[src/rtl/cu_pkg.sv]
// rtl/cu_pkg.sv - shared state, ALU, command and condition-code definitions for the multicycle control unit
package cu_pkg;

    typedef enum logic [3:0] {
        FETCH,
        DECODE,
        MEMADR,
        MEMRD,
        MEMWB,
        MEMWR,
        EXECR,
        EXECI,
        ALUWB,
        BRANCH
    } state_t;

    localparam logic [1:0] OP_DP  = 2'b00;
    localparam logic [1:0] OP_MEM = 2'b01;
    localparam logic [1:0] OP_BR  = 2'b10;

    localparam logic [2:0] ALU_ADD = 3'd0;
    localparam logic [2:0] ALU_SUB = 3'd1;
    localparam logic [2:0] ALU_AND = 3'd2;
    localparam logic [2:0] ALU_ORR = 3'd3;
    localparam logic [2:0] ALU_EOR = 3'd4;

    localparam logic [3:0] CMD_AND = 4'b0000;
    localparam logic [3:0] CMD_EOR = 4'b0001;
    localparam logic [3:0] CMD_SUB = 4'b0010;
    localparam logic [3:0] CMD_ADD = 4'b0100;
    localparam logic [3:0] CMD_CMP = 4'b1010;
    localparam logic [3:0] CMD_ORR = 4'b1100;

    localparam logic [3:0] CC_EQ = 4'b0000;
    localparam logic [3:0] CC_NE = 4'b0001;
    localparam logic [3:0] CC_CS = 4'b0010;
    localparam logic [3:0] CC_CC = 4'b0011;
    localparam logic [3:0] CC_MI = 4'b0100;
    localparam logic [3:0] CC_PL = 4'b0101;
    localparam logic [3:0] CC_VS = 4'b0110;
    localparam logic [3:0] CC_VC = 4'b0111;
    localparam logic [3:0] CC_HI = 4'b1000;
    localparam logic [3:0] CC_LS = 4'b1001;
    localparam logic [3:0] CC_GE = 4'b1010;
    localparam logic [3:0] CC_LT = 4'b1011;
    localparam logic [3:0] CC_GT = 4'b1100;
    localparam logic [3:0] CC_LE = 4'b1101;
    localparam logic [3:0] CC_AL = 4'b1110;

    // Unlisted command codes fall back to ADD; EOR degrades to AND on a 2-bit ALU.
    function automatic logic [2:0] alu_decode(input logic [3:0] cmd, input logic eor_en);
        case (cmd)
            CMD_ADD:          return ALU_ADD;
            CMD_SUB, CMD_CMP: return ALU_SUB;
            CMD_AND:          return ALU_AND;
            CMD_ORR:          return ALU_ORR;
            CMD_EOR:          return eor_en ? ALU_EOR : ALU_AND;
            default:          return ALU_ADD;
        endcase
    endfunction

endpackage

[src/rtl/cond_check.sv]
// rtl/cond_check.sv - combinational condition-field evaluation against stored NZCV
module cond_check
    import cu_pkg::*;
(
    input  logic [3:0] cond,
    input  logic [3:0] nzcv,
    output logic       cond_ex
);

    logic n, z, c, v;

    assign {n, z, c, v} = nzcv;

    always_comb begin
        cond_ex = 1'b0;
        case (cond)
            CC_EQ:   cond_ex = z;
            CC_NE:   cond_ex = ~z;
            CC_CS:   cond_ex = c;
            CC_CC:   cond_ex = ~c;
            CC_MI:   cond_ex = n;
            CC_PL:   cond_ex = ~n;
            CC_VS:   cond_ex = v;
            CC_VC:   cond_ex = ~v;
            CC_HI:   cond_ex = c & ~z;
            CC_LS:   cond_ex = ~c | z;
            CC_GE:   cond_ex = (n == v);
            CC_LT:   cond_ex = (n != v);
            CC_GT:   cond_ex = ~z & (n == v);
            CC_LE:   cond_ex = z | (n != v);
            CC_AL:   cond_ex = 1'b1;
            default: cond_ex = 1'b1;
        endcase
    end

endmodule

[src/rtl/multicycle_control_unit.sv]
// rtl/multicycle_control_unit.sv - multicycle instruction sequencer with bounded memory waits
// Defining CU_RETIRE_CNT_EN adds the InstrCount retire counter output.
module multicycle_control_unit
    import cu_pkg::*;
#(
    parameter int ALU_CTRL_W   = 2,
    parameter int MEM_WAIT_MAX = 0
) (
    input  logic                  clk,
    input  logic                  rst,
    input  logic [3:0]            Cond,
    input  logic [1:0]            Op,
    input  logic [5:0]            Funct,
    input  logic [3:0]            Rd,
    input  logic [3:0]            Flags,
    input  logic                  MemReady,
    output logic                  PCWrite,
    output logic                  AdrSrc,
    output logic                  MemWrite,
    output logic                  IRWrite,
    output logic [1:0]            ResultSrc,
    output logic                  ALUSrcA,
    output logic [1:0]            ALUSrcB,
    output logic [ALU_CTRL_W-1:0] ALUControl,
    output logic [1:0]            ImmSrc,
    output logic [1:0]            RegSrc,
    output logic                  RegWrite,
    output logic                  MemTimeout
`ifdef CU_RETIRE_CNT_EN
    ,
    output logic [31:0]           InstrCount
`endif
);

    localparam bit                WAIT_EN = (MEM_WAIT_MAX > 0);
    localparam int                CNT_W   = (MEM_WAIT_MAX > 0) ? $clog2(MEM_WAIT_MAX + 1) : 1;
    localparam logic [CNT_W-1:0]  CNT_MAX = CNT_W'(MEM_WAIT_MAX);

    state_t           state, next_state;
    logic [3:0]       flags_q;
    logic [CNT_W-1:0] wait_cnt;
    logic             cond_ex;
    logic             waiting, timeout;
    logic [3:0]       cmd;
    logic             s_bit, is_cmp, in_exec;
    logic             nz_en, cv_en;
    logic [2:0]       alu_sel;

    assign cmd     = Funct[4:1];
    assign s_bit   = Funct[0];
    assign is_cmp  = (cmd == CMD_CMP);
    assign in_exec = (state == EXECR) || (state == EXECI);
    assign nz_en   = s_bit | is_cmp;
    assign cv_en   = is_cmp | (s_bit & ((cmd == CMD_ADD) | (cmd == CMD_SUB)));

    assign ImmSrc = Op;
    assign RegSrc = {Op == OP_MEM, Op == OP_BR};

    cond_check u_cond_check (
        .cond    (Cond),
        .nzcv    (flags_q),
        .cond_ex (cond_ex)
    );

    // A stalled access may sit at the limit with MemReady high: ready takes priority.
    assign waiting = ((state == FETCH) || (state == MEMRD) || (state == MEMWR)) && !MemReady;
    assign timeout = WAIT_EN && waiting && (wait_cnt == CNT_MAX);

    always_ff @(posedge clk) begin
        if (rst) begin
            state <= FETCH;
        end else begin
            state <= next_state;
        end
    end

    always_ff @(posedge clk) begin
        if (rst) begin
            wait_cnt <= '0;
        end else if (WAIT_EN && waiting && !timeout) begin
            wait_cnt <= wait_cnt + 1'b1;
        end else begin
            wait_cnt <= '0;
        end
    end

    always_ff @(posedge clk) begin
        if (rst) begin
            flags_q <= 4'b0000;
        end else if (in_exec) begin
            if (nz_en) flags_q[3:2] <= Flags[3:2];
            if (cv_en) flags_q[1:0] <= Flags[1:0];
        end
    end

    always_comb begin
        next_state = FETCH;
        case (state)
            FETCH:  next_state = MemReady ? DECODE : FETCH;
            DECODE: begin
                if (!cond_ex) begin
                    next_state = FETCH;
                end else begin
                    case (Op)
                        OP_MEM:  next_state = MEMADR;
                        OP_DP:   next_state = Funct[5] ? EXECI : EXECR;
                        OP_BR:   next_state = BRANCH;
                        default: next_state = FETCH;
                    endcase
                end
            end
            MEMADR: next_state = Funct[0] ? MEMRD : MEMWR;
            MEMRD:  next_state = MemReady ? MEMWB : (timeout ? FETCH : MEMRD);
            MEMWB:  next_state = FETCH;
            MEMWR:  next_state = (MemReady || timeout) ? FETCH : MEMWR;
            EXECR:  next_state = ALUWB;
            EXECI:  next_state = ALUWB;
            ALUWB:  next_state = FETCH;
            BRANCH: next_state = FETCH;
            default: next_state = FETCH;
        endcase
    end

    always_comb begin
        PCWrite   = 1'b0;
        AdrSrc    = 1'b0;
        MemWrite  = 1'b0;
        IRWrite   = 1'b0;
        RegWrite  = 1'b0;
        ResultSrc = 2'b00;
        ALUSrcA   = 1'b0;
        ALUSrcB   = 2'b00;
        alu_sel   = ALU_ADD;
        case (state)
            FETCH: begin
                ALUSrcA   = 1'b1;
                ALUSrcB   = 2'b10;
                ResultSrc = 2'b10;
                IRWrite   = MemReady;
                PCWrite   = MemReady;
            end
            DECODE: begin
                ALUSrcA   = 1'b1;
                ALUSrcB   = 2'b10;
                ResultSrc = 2'b10;
            end
            MEMADR: ALUSrcB = 2'b01;
            MEMRD:  AdrSrc = 1'b1;
            MEMWB: begin
                ResultSrc = 2'b01;
                RegWrite  = 1'b1;
                PCWrite   = (Rd == 4'd15);
            end
            MEMWR: begin
                AdrSrc   = 1'b1;
                MemWrite = ~timeout;
            end
            EXECR: alu_sel = alu_decode(cmd, ALU_CTRL_W >= 3);
            EXECI: begin
                ALUSrcB = 2'b01;
                alu_sel = alu_decode(cmd, ALU_CTRL_W >= 3);
            end
            ALUWB: begin
                RegWrite = ~is_cmp;
                PCWrite  = ~is_cmp & (Rd == 4'd15);
            end
            BRANCH: begin
                ALUSrcB   = 2'b01;
                ResultSrc = 2'b10;
                PCWrite   = 1'b1;
            end
            default: ;
        endcase
        // Reset overrides combinationally so a pending write strobe drops immediately.
        if (rst) begin
            PCWrite   = 1'b0;
            AdrSrc    = 1'b0;
            MemWrite  = 1'b0;
            IRWrite   = 1'b0;
            RegWrite  = 1'b0;
            ResultSrc = 2'b10;
            ALUSrcA   = 1'b1;
            ALUSrcB   = 2'b10;
            alu_sel   = ALU_ADD;
        end
    end

    assign ALUControl = ALU_CTRL_W'(alu_sel);
    assign MemTimeout = timeout & ~rst;

`ifdef CU_RETIRE_CNT_EN
    logic [31:0] retire_cnt;

    always_ff @(posedge clk) begin
        if (rst) begin
            retire_cnt <= '0;
        end else if (next_state == FETCH && state != FETCH) begin
            retire_cnt <= retire_cnt + 32'd1;
        end
    end

    assign InstrCount = retire_cnt;
`endif

endmodule

[config.mk]
export PLATFORM = sky130hd
export DESIGN_NAME = multicycle_control_unit
export DESIGN_NICKNAME = d
export VERILOG_FILES = /design/src/rtl/cu_pkg.sv /design/src/rtl/cond_check.sv /design/src/rtl/multicycle_control_unit.sv
export SDC_FILE = /design/constraint.sdc
export NUM_CORES = 1
export LEC_CHECK = 0
export ABC_AREA = 1
export ABC_CLOCK_PERIOD_IN_PS = 1400
export BUFFER_PORTS_ARGS = -buffer_cell sky130_fd_sc_hd__buf_2
export CAP_MARGIN = 20
export CORE_AREA = 2 2 62 64
export CTS_CLUSTER_DIAMETER = 100
export DETAILED_ROUTE_END_ITERATION = 8
export DIE_AREA = 0 0 64 66
export GPL_TIMING_DRIVEN = 0
export SKIP_LAST_GASP = 1
export SYNTH_ARGS = -nofsm -noshare
export SYNTH_HDL_FRONTEND = slang
export SYNTH_SLANG_ARGS = --single-unit
[constraint.sdc]
create_clock -name clk -period 1.4 [get_ports clk]
set_input_delay 0.21 -clock clk [delete_from_list [all_inputs] [get_ports clk]]
set_output_delay 0.21 -clock clk [all_outputs]
set_load 0.01 [all_outputs]
==> impl_results.md, run 1 <==
* Outcome: complete, but fails checks
* Failing checks: setup timing
* Final nets at 227
* GR met2 Demand/Resource at 0.180
* RSZ-0062 raised after global routing: true
* Synth top area cells: dfxtp_1 (19%), nand2_1 (14%), inv_1 (12%)
* Type of origin of the critical path: flip-flop
* Leakage power at 0.000630 uW
* Largest net degree at the start of global routing at 11
* Placed cell areas at 1100 sq um
* CTS H-tree depth at 1
* DRC viols at 0
* Internal power component at 415 uW
* Syn Area/Cell at 5.42 sq um
* Fill count at 402
* Antenna-violating nets left at 0
* Clock sinks at 8
* Final setup violation count at 10
* GR Util met3 at 0.0341
* HPWL after DPL at 1.84 mm
* Worst Skew at 1.57 ps
* DRT Pass-1 Iters at 4
* Grt ovf at 0
* Crit path kind: reg -> out
* Detailed Route WL at 2.30 mm
* Max-cap viol count at 0
* Clk buf depth at 2
* Final std cells w/o fill at 250
* PortBufs at 38
* Share of cells above drive strength 1 at 0.411
* Initial antenna violation count at 0
* TritonCTS clock tree: built
* Vias per cell at 4.27
* Yosys warnings at 0
* WL per Instance at 9.19 um
* Netlist cell types at 24
* Gate Count Post-Synth at 157
* Wire length of the first global-routing pass at 3.66 mm
* CTS Buf Count at 3
* Row cnt at 22
* P_sw at 205 uW
* Clock latency on the worst-skew pair at 250 ps
* Global route hottest layer: met2
* Total power at 620 uW
* Initial core utilization at 0.240
* Via total after detailed routing at 1068
* Die Wd at 64 um
* Final instance area at 1220 sq um
* Post-Syn Area at 851 sq um
* Antenna fix cells at 0
* I/O Pins at 40
* Top-area cell type share of the netlist area at 0.188
* All-Layer GR Usage at 0.109
* Final Max Tran Viols at 0
* Hold WC Path Type: in -> reg
* CTS root buf: clkbuf_4
* GPL Wtd Cong at 0.809
* Max FO, Critical Path at 4
* Vias in the first global route at 829
* Max_slew headroom at 0.633
* CTS clk-pin slew, worst paths at 50 ps
* Clock share of power at 0.281
* Area grow syn2layout at 43.7%
* Worst Path Required at 1190 ps
* 1st-iter DRT viols at 36
* Setup WS pre-CTS at -53.3 ps
* Syn Nets at 180
* CP Capture Type: output port
* Final worst-path setup slack at -145 ps
* Dpl cells at 243
* Global routing usage on met1 at 0.137
* Comb power frac at 0.334
* Yosys reg bits at 8
* Net Sw Frac at 0.331
* Worst slew pin tran at 550 ps
* Fmax at 647 MHz
* Crit path time final at 1540 ps
* Post-synthesis sequential area ratio at 0.188
* PwrDens at 507 nW/um^2
* Die Y at 66 um
* Worst Path Arrival at 1330 ps
* Sequential Power Share at 0.384
* Final number of hold-violating endpoints at 0
* Hold-fix buffers, CTS at 0
* Die area at 4220 sq um
* Core box area at 3550 sq um
* VDD IR max at 199 uV
* Largest area contributor in the netlist: dfxtp_1
* Tcrit/Tclk final at 1.10
-- cell usage in the layout (no fill, tap or decap), types with 3 or more instances in the layout --
cell type	synthesis	routed
nand3_1	14	13
nand2_1	32	32
a21oi_2	5	6
a21oi_1	12	11
o21ai_0	7	6
dfxtp_4	0	3
dfxtp_1	8	4
nor2_4	1	3
nor3_1	3	3
nor2_2	2	5
inv_1	28	23
nor2_1	23	18
clkbuf_4	0	3
buf_4	4	8
inv_2	3	6
buf_2	0	37
-- cells in the mapped netlist --
library cell and count:
nor2_1 23, nand2_1 32, clkbuf_1 1, nand3_1 14
o22ai_1 1, o31ai_1 2, or2_2 1, inv_1 28
nand4_1 1, a31oi_1 1, o21ai_1 2, nor2_2 2
dfxtp_1 8, nor3_1 3, clkinv_1 1, inv_2 3
conb_1 1, nor2_4 1, a21oi_1 12, nand3_2 1
o21ai_0 7, a21oi_2 5, nand2_2 3, buf_4 4
-- flip-flops by register name, indices dropped and copies added, names as in the netlist --
| register | count |
|---|---|
| flags_q | 4 |
| state | 4 |
-- kinds of logic (layout without fill, tap and decap cells) --
group | Yosys count | after routing | synth area share
other cells | 1 | 1 | 0.00441
compound gates | 30 | 30 | 0.207
flops | 8 | 8 | 0.188
simple gates | 81 | 81 | 0.419
buf+inv | 37 | 82 | 0.181
-- worst max-delay path, stage by stage, from the launching register on --
cell and delay (ps):
dfxtp_4 390, inv_4 40, nor2_4 100, inv_2 50, a21oi_2 160, nand2_1 70
a31oi_1 120, buf_2 150
-- layout make-up --
cell class | count | area [sq um] | share of cell area
Buffer | 5 | 33.8 | 0.0276
Clock buffer | 3 | 22.5 | 0.0184
Inverter | 32 | 125 | 0.102
Multi-Input combinational cell | 112 | 582 | 0.476
Sequential cell | 8 | 173 | 0.141
Tap cell | 48 | 60.1 | 0.0491
Timing Repair Buffer | 42 | 226 | 0.185
-- per-layer routing --
metal / part of all wire / wire (um)
met1: 0.46 / 1050
met2: 0.48 / 1100
met3: 0.056 / 129
met4: 0.0057 / 13
met5: 0 / 0
-- repair_timing --
item                                    4_1_cts  5_1_grt
gates cloned                                  0        0
endpoints found under the setup margin       12       12
setup buffers                                 2        2
pin swaps                                     3        4
gates resized for setup                      18       10
-- worst paths after layout --
path	from	endpoint	slack, ps	cells after the start
min reg2reg	flags_q[3]$_SDFFE_PP0P_	flags_q[3]$_SDFFE_PP0P_	500	2
min	Flags[0]	flags_q[0]$_SDFFE_PP0P_	230	3
max	state[2]$_SDFF_PP0_	PCWrite	-140	7
max reg2reg	state[2]$_SDFF_PP0_	flags_q[1]$_SDFFE_PP0P_	110	8
-- power groups by stage --
stage	clock network [uW]	registers, uW	logic (uW)
CTS	176	237	204
finish	174	238	207
detailed placement	0	243	189
global route	194	239	233
global placement	0	243	189
floorplan	0	242	112
-- per-stage QoR --
step,hold slack [ps],util,setup TNS [ps]
2_1_floorplan,385,-,0
3_3_place_gp,477,0.310,-46.0
3_5_place_dp,480,0.310,-79.5
4_1_cts,227,0.332,-636
5_1_grt,249,0.344,-1780
6_report,226,0.344,-765
(Power assumes the default switching activity.)
==> run 2: changes to the inputs <==
- ABC_CLOCK_PERIOD_IN_PS: 1400 -> 2000
- clock period: 1.4 -> 2 ns (I/O delays scaled with it)
==> run 2 against run 1 <==
Against the previous run:
- the run now ends clean
- non-clock buffer count shrank 4
- first-iteration DRC count grew 11%
- total power shrank 32%
- combinational power shrank 36%
- via count shrank 2.2%
- die area is the same
- setup slack gained 400 ps
- global-route usage shrank 0.29 points
- sequential power shrank 30%
- register-to-register slack gained 630 ps
- clock power shrank 30%
- critical path depth grew 2
==> impl_results.md, run 2 (synthesis results as in run 1) <==
* Outcome: completed (was complete, but fails checks)
* Placed cell areas at 1100 sq um (unchanged)
* CP Capture Type: output port (unchanged)
* Type of origin of the critical path: flip-flop (unchanged)
* Worst Skew at 1.81 ps (was 1.57 ps)
* Share of cells above drive strength 1 at 0.313 (was 0.411)
* GPL Wtd Cong at 0.809 (unchanged)
* CTS clk-pin slew, worst paths at 50 ps (about the same)
* Detailed Route WL at 2.18 mm (was 2.30 mm)
* PwrDens at 372 nW/um^2 (was 507 nW/um^2)
* Tcrit/Tclk final at 0.873
* Final number of hold-violating endpoints at 0 (unchanged)
* CTS root buf: clkbuf_4 (unchanged)
* Final setup violation count at 0 (was 10)
* Global route hottest layer: met2 (unchanged)
* Antenna-violating nets left at 0 (unchanged)
* Area grow syn2layout at 32.4% (was 43.7%)
* Crit path kind: reg -> out (unchanged)
* Die Wd at 64 um (unchanged)
* Final core occ at 0.317 (was 0.344)
* Worst slew pin tran at 536 ps (was 550 ps)
* Row cnt at 22 (unchanged)
* Max_slew headroom at 0.643 (was 0.633)
* Crit path time final at 1750 ps
* Clock sinks at 8 (unchanged)
* All-Layer GR Usage at 0.107 (was 0.109)
* Setup_tns at 0 ps (was -765 ps)
* Final nets at 223 (was 227)
* Max-cap viol count at 0 (unchanged)
* Grt ovf at 0 (unchanged)
* Vias in the first global route at 806 (was 829)
* Clock latency on the worst-skew pair at 250 ps (about the same)
* VDD IR max at 136 uV (was 199 uV)
* PortBufs at 38 (unchanged)
* Max FO, Critical Path at 4 (unchanged)
* Via total after detailed routing at 1044 (was 1068)
* Vias per cell at 4.24 (was 4.27)
* GR met2 Demand/Resource at 0.169 (was 0.180)
* Global routing usage on met1 at 0.137 (unchanged)
* RSZ-0062 raised after global routing: false (was true)
* Antenna fix cells at 0 (unchanged)
* Hold_ws at 321 ps (was 226 ps)
* Final Max Tran Viols at 0 (unchanged)
* GR Util met3 at 0.0341 (unchanged)
* WL per Instance at 8.87 um (was 9.19 um)
* Worst Path Arrival at 1450 ps (was 1330 ps)
* Wire length of the first global-routing pass at 3.57 mm (was 3.66 mm)
* CTS Buf Count at 3 (unchanged)
* Fmax at 573 MHz
* Worst Path Required at 1700 ps (was 1190 ps)
* Hold WC Path Type: in -> reg (unchanged)
* Most frequent cells in the layout: buf_2 (38), nand2_1 (32), inv_1 (28) (was buf_2 (37), nand2_1 (32), inv_1 (23))
* Initial antenna violation count at 0 (unchanged)
* CTS H-tree depth at 1 (unchanged)
* Die Y at 66 um (unchanged)
* Clk buf depth at 2 (unchanged)
* HPWL after DPL at 1.84 mm (unchanged)
* DRT Pass-1 Iters at 4 (unchanged)
* Commonest non-fill, non-tap cell in the layout: buf_2 (unchanged)
* Top Registers: flags_q (4), state (4) (unchanged)
* Leakage power at 0.000590 uW (was 0.000630 uW)
* TritonCTS clock tree: built (unchanged)
* Die area at 4220 sq um (unchanged)
* Largest net degree at the start of global routing at 11 (unchanged)
* 1st-iter DRT viols at 40 (was 36)
* Final instance area at 1130 sq um (was 1220 sq um)
* I/O Pins at 40 (unchanged)
* DRC viols at 0 (unchanged)
* Core box area at 3550 sq um (unchanged)
* Initial core utilization at 0.240 (unchanged)
==> run 2: cell count changes in the layout (fill, tap and decap cells not counted), moves of 3 or more <==
cell,delta
buf_4,-4
nor2_1,+4
inv_2,-3
dfxtp_4,-3
inv_1,+5
dfxtp_1,+4
==> run 2: power breakdown <==
| group | switching, uW | leakage [uW] | internal (uW) | total (uW) |
|---|---|---|---|---|
| registers | 3.69 | 0.0000647 | 163 | 167 |
| logic | 78.3 | 0.000511 | 53.6 | 132 |
| clock network | 52.0 | 0.0000138 | 68.5 | 121 |
==> run 2: layer usage <==
| layer | wire [um] | vias to the layer above |
|---|---|---|
| met5 | 0 | - |
| met4 | 13 | 0 |
| met3 | 126 | 2 |
| met2 | 1020 | 30 |
| met1 | 1030 | 442 |
| li1 | - | 570 |
==> run 2: timing repair <==
action / in CTS / in global routing
resized for setup: 0 / 1
hold buffers: 0 / 0
setup buffers: 0 / 0
endpoints found under the setup margin: 0 / 1
==> run 2: worst max-delay path, stage by stage (launching register included) <==
cell and delay [ps]:
dfxtp_1 350, inv_1 80, nor2_2 170, inv_1 60, nor2_1 140, inv_1 70
nand2_1 60, o21ai_0 90, inv_1 70, buf_2 120
==> run 2: path summary, 6_finish.rpt <==
check | startpoint | endpoint | slack (ps) | cells past startpoint
max | state[0]$_SDFF_PP0_ | ALUSrcB[0] | 250 | 9
min | Flags[0] | flags_q[0]$_SDFFE_PP0P_ | 320 | 3
max reg2reg | state[2]$_SDFF_PP0_ | flags_q[1]$_SDFFE_PP0P_ | 740 | 7
min reg2reg | flags_q[3]$_SDFFE_PP0P_ | flags_q[3]$_SDFFE_PP0P_ | 500 | 2
==> run 2: layout make-up <==
type,count,area [sq um]
fillers,425,2420
plain buffers,5,33.8
inverters,32,120
repair buffers,38,190
clock buffers,3,22.5
multi-input cells,112,539
well taps,48,60.1
flip-flops and latches,8,160
==> run 2: through the flow <==
| step | std cells | power [uW] | setup WS [ps] |
|---|---|---|---|
| finish | 246 | 419 | 254 |
| floorplan | 157 | 247 | 666 |
| detailed placement | 243 | 302 | 457 |
| global route | 246 | 453 | 66.3 |
| CTS | 246 | 423 | 187 |
| global placement | 243 | 302 | 471 |
==> run 3: changes to the inputs <==
- CORE_AREA: 2 2 62 64 -> 2 2 50 43
- DIE_AREA: 0 0 64 66 -> 0 0 52 45
- PLACE_DENSITY: default -> 0.8
==> run 3 against run 2 <==
Against the previous run:
- non-clock buffer count did not move
- design area fell by 2.9%
- clock power barely moved
- highest routed layer is now met3
- critical path type unchanged
- final cell count fell by 9.8%
- setup slack got worse by 38 ps
- critical path depth did not move
- utilization rose by 29 points
==> impl_results.md, run 3 (synthesis results as in run 1) <==
* Outcome: completed (unchanged)
* Detailed Route WL at 2.16 mm (was 2.18 mm)
* Multi-input gate area at 537 sq um (was 539 sq um)
* Vias per cell at 4.84 (was 4.24)
* Initial antenna violation count at 0 (unchanged)
* Final instance area at 1090 sq um (was 1130 sq um)
* Row cnt at 14 (was 22)
* CP peak stage delay at 350 ps (about the same)
* CP Depth at 9 (unchanged)
* CP Capture Type: output port (unchanged)
* Placed cell areas at 1070 sq um (was 1100 sq um)
* Grt ovf at 0 (unchanged)
* GR met2 Demand/Resource at 0.339 (was 0.169)
* # Post-CTS Setup Buffers at 0 (unchanged)
* Clock latency on the worst-skew pair at 250 ps (about the same)
* Worst Path Required at 1700 ps (about the same)
* R2R depth at 5 (was 7)
* Worst Path Buf+Inv at 5 (unchanged)
* Setup_tns at 0 ps (unchanged)
* Slowest-stage cell, CP: dfxtp_1 (unchanged)
* Register area at 160 sq um (unchanged)
* Die Y at 45 um (was 66 um)
* Die Wd at 52 um (was 64 um)
* PwrDens at 386 nW/um^2 (was 372 nW/um^2)
* Most frequent cells in the layout: buf_2 (38), nand2_1 (32), inv_1 (28) (unchanged)
* Wire length of the first global-routing pass at 3.50 mm (was 3.57 mm)
* Fill count at 184 (was 425)
* All-Layer GR Usage at 0.197 (was 0.107)
* Vias in the first global route at 894 (was 806)
* PortBufs at 38 (unchanged)
* Crit path cell chain: inv_1, nor2_1, inv_1, nor2_1, inv_1, nand2_1, o21ai_0, inv_1, buf_2 (was inv_1, nor2_2, inv_1, nor2_1, inv_1, nand2_1, o21ai_0, inv_1, buf_2)
* CTS root buf: clkbuf_4 (unchanged)
* Hold path cells at 3 (unchanged)
* Initial core utilization at 0.472 (was 0.240)
* Most used cell, CP: inv_1 (unchanged)
* Final Max Tran Viols at 0 (unchanged)
* Area grow syn2layout at 28.5% (was 32.4%)
* Antenna fix cells at 0 (unchanged)
* I/O Pins at 40 (unchanged)
* Crit-path leading delay family: simple AND/OR/NAND/NOR gates (was buffers and inverters)
* Worst Path Arrival at 1480 ps (was 1450 ps)
* Max FO, Critical Path at 4 (unchanged)
* Leakage power at 0.000590 uW (about the same)
* Hold WC Path Type: in -> reg (unchanged)
* Clk buf depth at 2 (unchanged)
* Antenna-violating nets left at 0 (unchanged)
* Worst slew pin tran at 506 ps (was 536 ps)
* PostCTS Resize Cnt at 0 (unchanged)
* Max-cap viol count at 0 (unchanged)
* Crit path time final at 1780 ps (was 1750 ps)
* TritonCTS clock tree: built (unchanged)
* VDD IR max at 213 uV (was 136 uV)
* WL per Instance at 9.72 um (was 8.87 um)
* RSZ-0062 raised after global routing: false (unchanged)
* 1st-iter DRT viols at 28 (was 40)
* GR Util met3 at 0.0199 (was 0.0341)
* Global route hottest layer: met2 (unchanged)
* Top Registers: flags_q (4), state (4) (unchanged)
* Commonest non-fill, non-tap cell in the layout: buf_2 (unchanged)
* Max_slew headroom at 0.662 (was 0.643)
* Global routing usage on met1 at 0.262 (was 0.137)
* Worst Skew at 8.71 ps (was 1.81 ps)
* CTS H-tree depth at 1 (unchanged)
* DRT Pass-1 Iters at 4 (unchanged)
* Clock sinks at 8 (unchanged)
* Core box area at 1800 sq um (was 3550 sq um)
* Share of cells above drive strength 1 at 0.308 (was 0.313)
* Hold-fix buffers, CTS at 0 (unchanged)
* Final setup violation count at 0 (unchanged)
* Fmax at 561 MHz (was 573 MHz)
* HPWL after DPL at 1.80 mm (was 1.84 mm)
* Largest net degree at the start of global routing at 11 (unchanged)
* Final number of hold-violating endpoints at 0 (unchanged)
* Crit path kind: reg -> out (unchanged)
* CTS clk-pin slew, worst paths at 60 ps (was 50 ps)
* Tcrit/Tclk final at 0.892 (was 0.873)
* Die area at 2340 sq um (was 4220 sq um)
* GPL Wtd Cong at 0.876 (was 0.809)
* CTS Buf Count at 3 (unchanged)
* DRC viols at 0 (unchanged)
* Via total after detailed routing at 1074 (was 1044)
* Final nets at 223 (unchanged)
* Type of origin of the critical path: flip-flop (unchanged)
run 3: per-layer routing:
metal	up-vias	share of wire	wire (um)
met2	53	0.44	943
met4	0	0	0
met3	0	0.090	194
met5	-	0	0
li1	574	-	-
met1	447	0.47	1020
run 3: per-stage QoR:
step                std cells  hold WS, ps  total power (uW)   util  setup slack (ps)
CTS                       222          326               425  0.606               223
global route              222          334               452  0.606              54.0
finish                    222          334               422  0.606               216
global placement          219          477               298  0.594               513
detailed placement        219          484               303  0.594               493
floorplan                 157          458               247      -               666
run 3: final cells by class:
cell class	count	share of cell area
multi-input combinational	112	0.491
timing repair buffer	38	0.174
sequential	8	0.146
inverter	32	0.110
buffer	5	0.0309
tap	24	0.0275
clock buffer	3	0.0206
run 3: final timing paths:
check / from / endpoint / slack (ps)
setup / recovery: state[0]$_SDFF_PP0_ / ALUSrcB[0] / 220
hold / removal: Flags[1] / flags_q[1]$_SDFFE_PP0P_ / 330
setup reg to reg: state[2]$_SDFF_PP0_ / state[2]$_SDFF_PP0_ / 690
hold reg to reg: flags_q[0]$_SDFFE_PP0P_ / flags_q[0]$_SDFFE_PP0P_ / 490
run 3: power breakdown:
group	switching (uW)	internal (uW)	total [uW]
logic	80.8	53.4	134
clock network	52.8	68.5	121
registers	3.81	163	167
total	137	285	422
run 3: worst register-to-register path, cell delays in order (launching register included):
cell and delay, ps:
dfxtp_1 350, nor2_1 260, nand3_1 220, o21ai_0 220, a21oi_1 80, a21oi_2 120
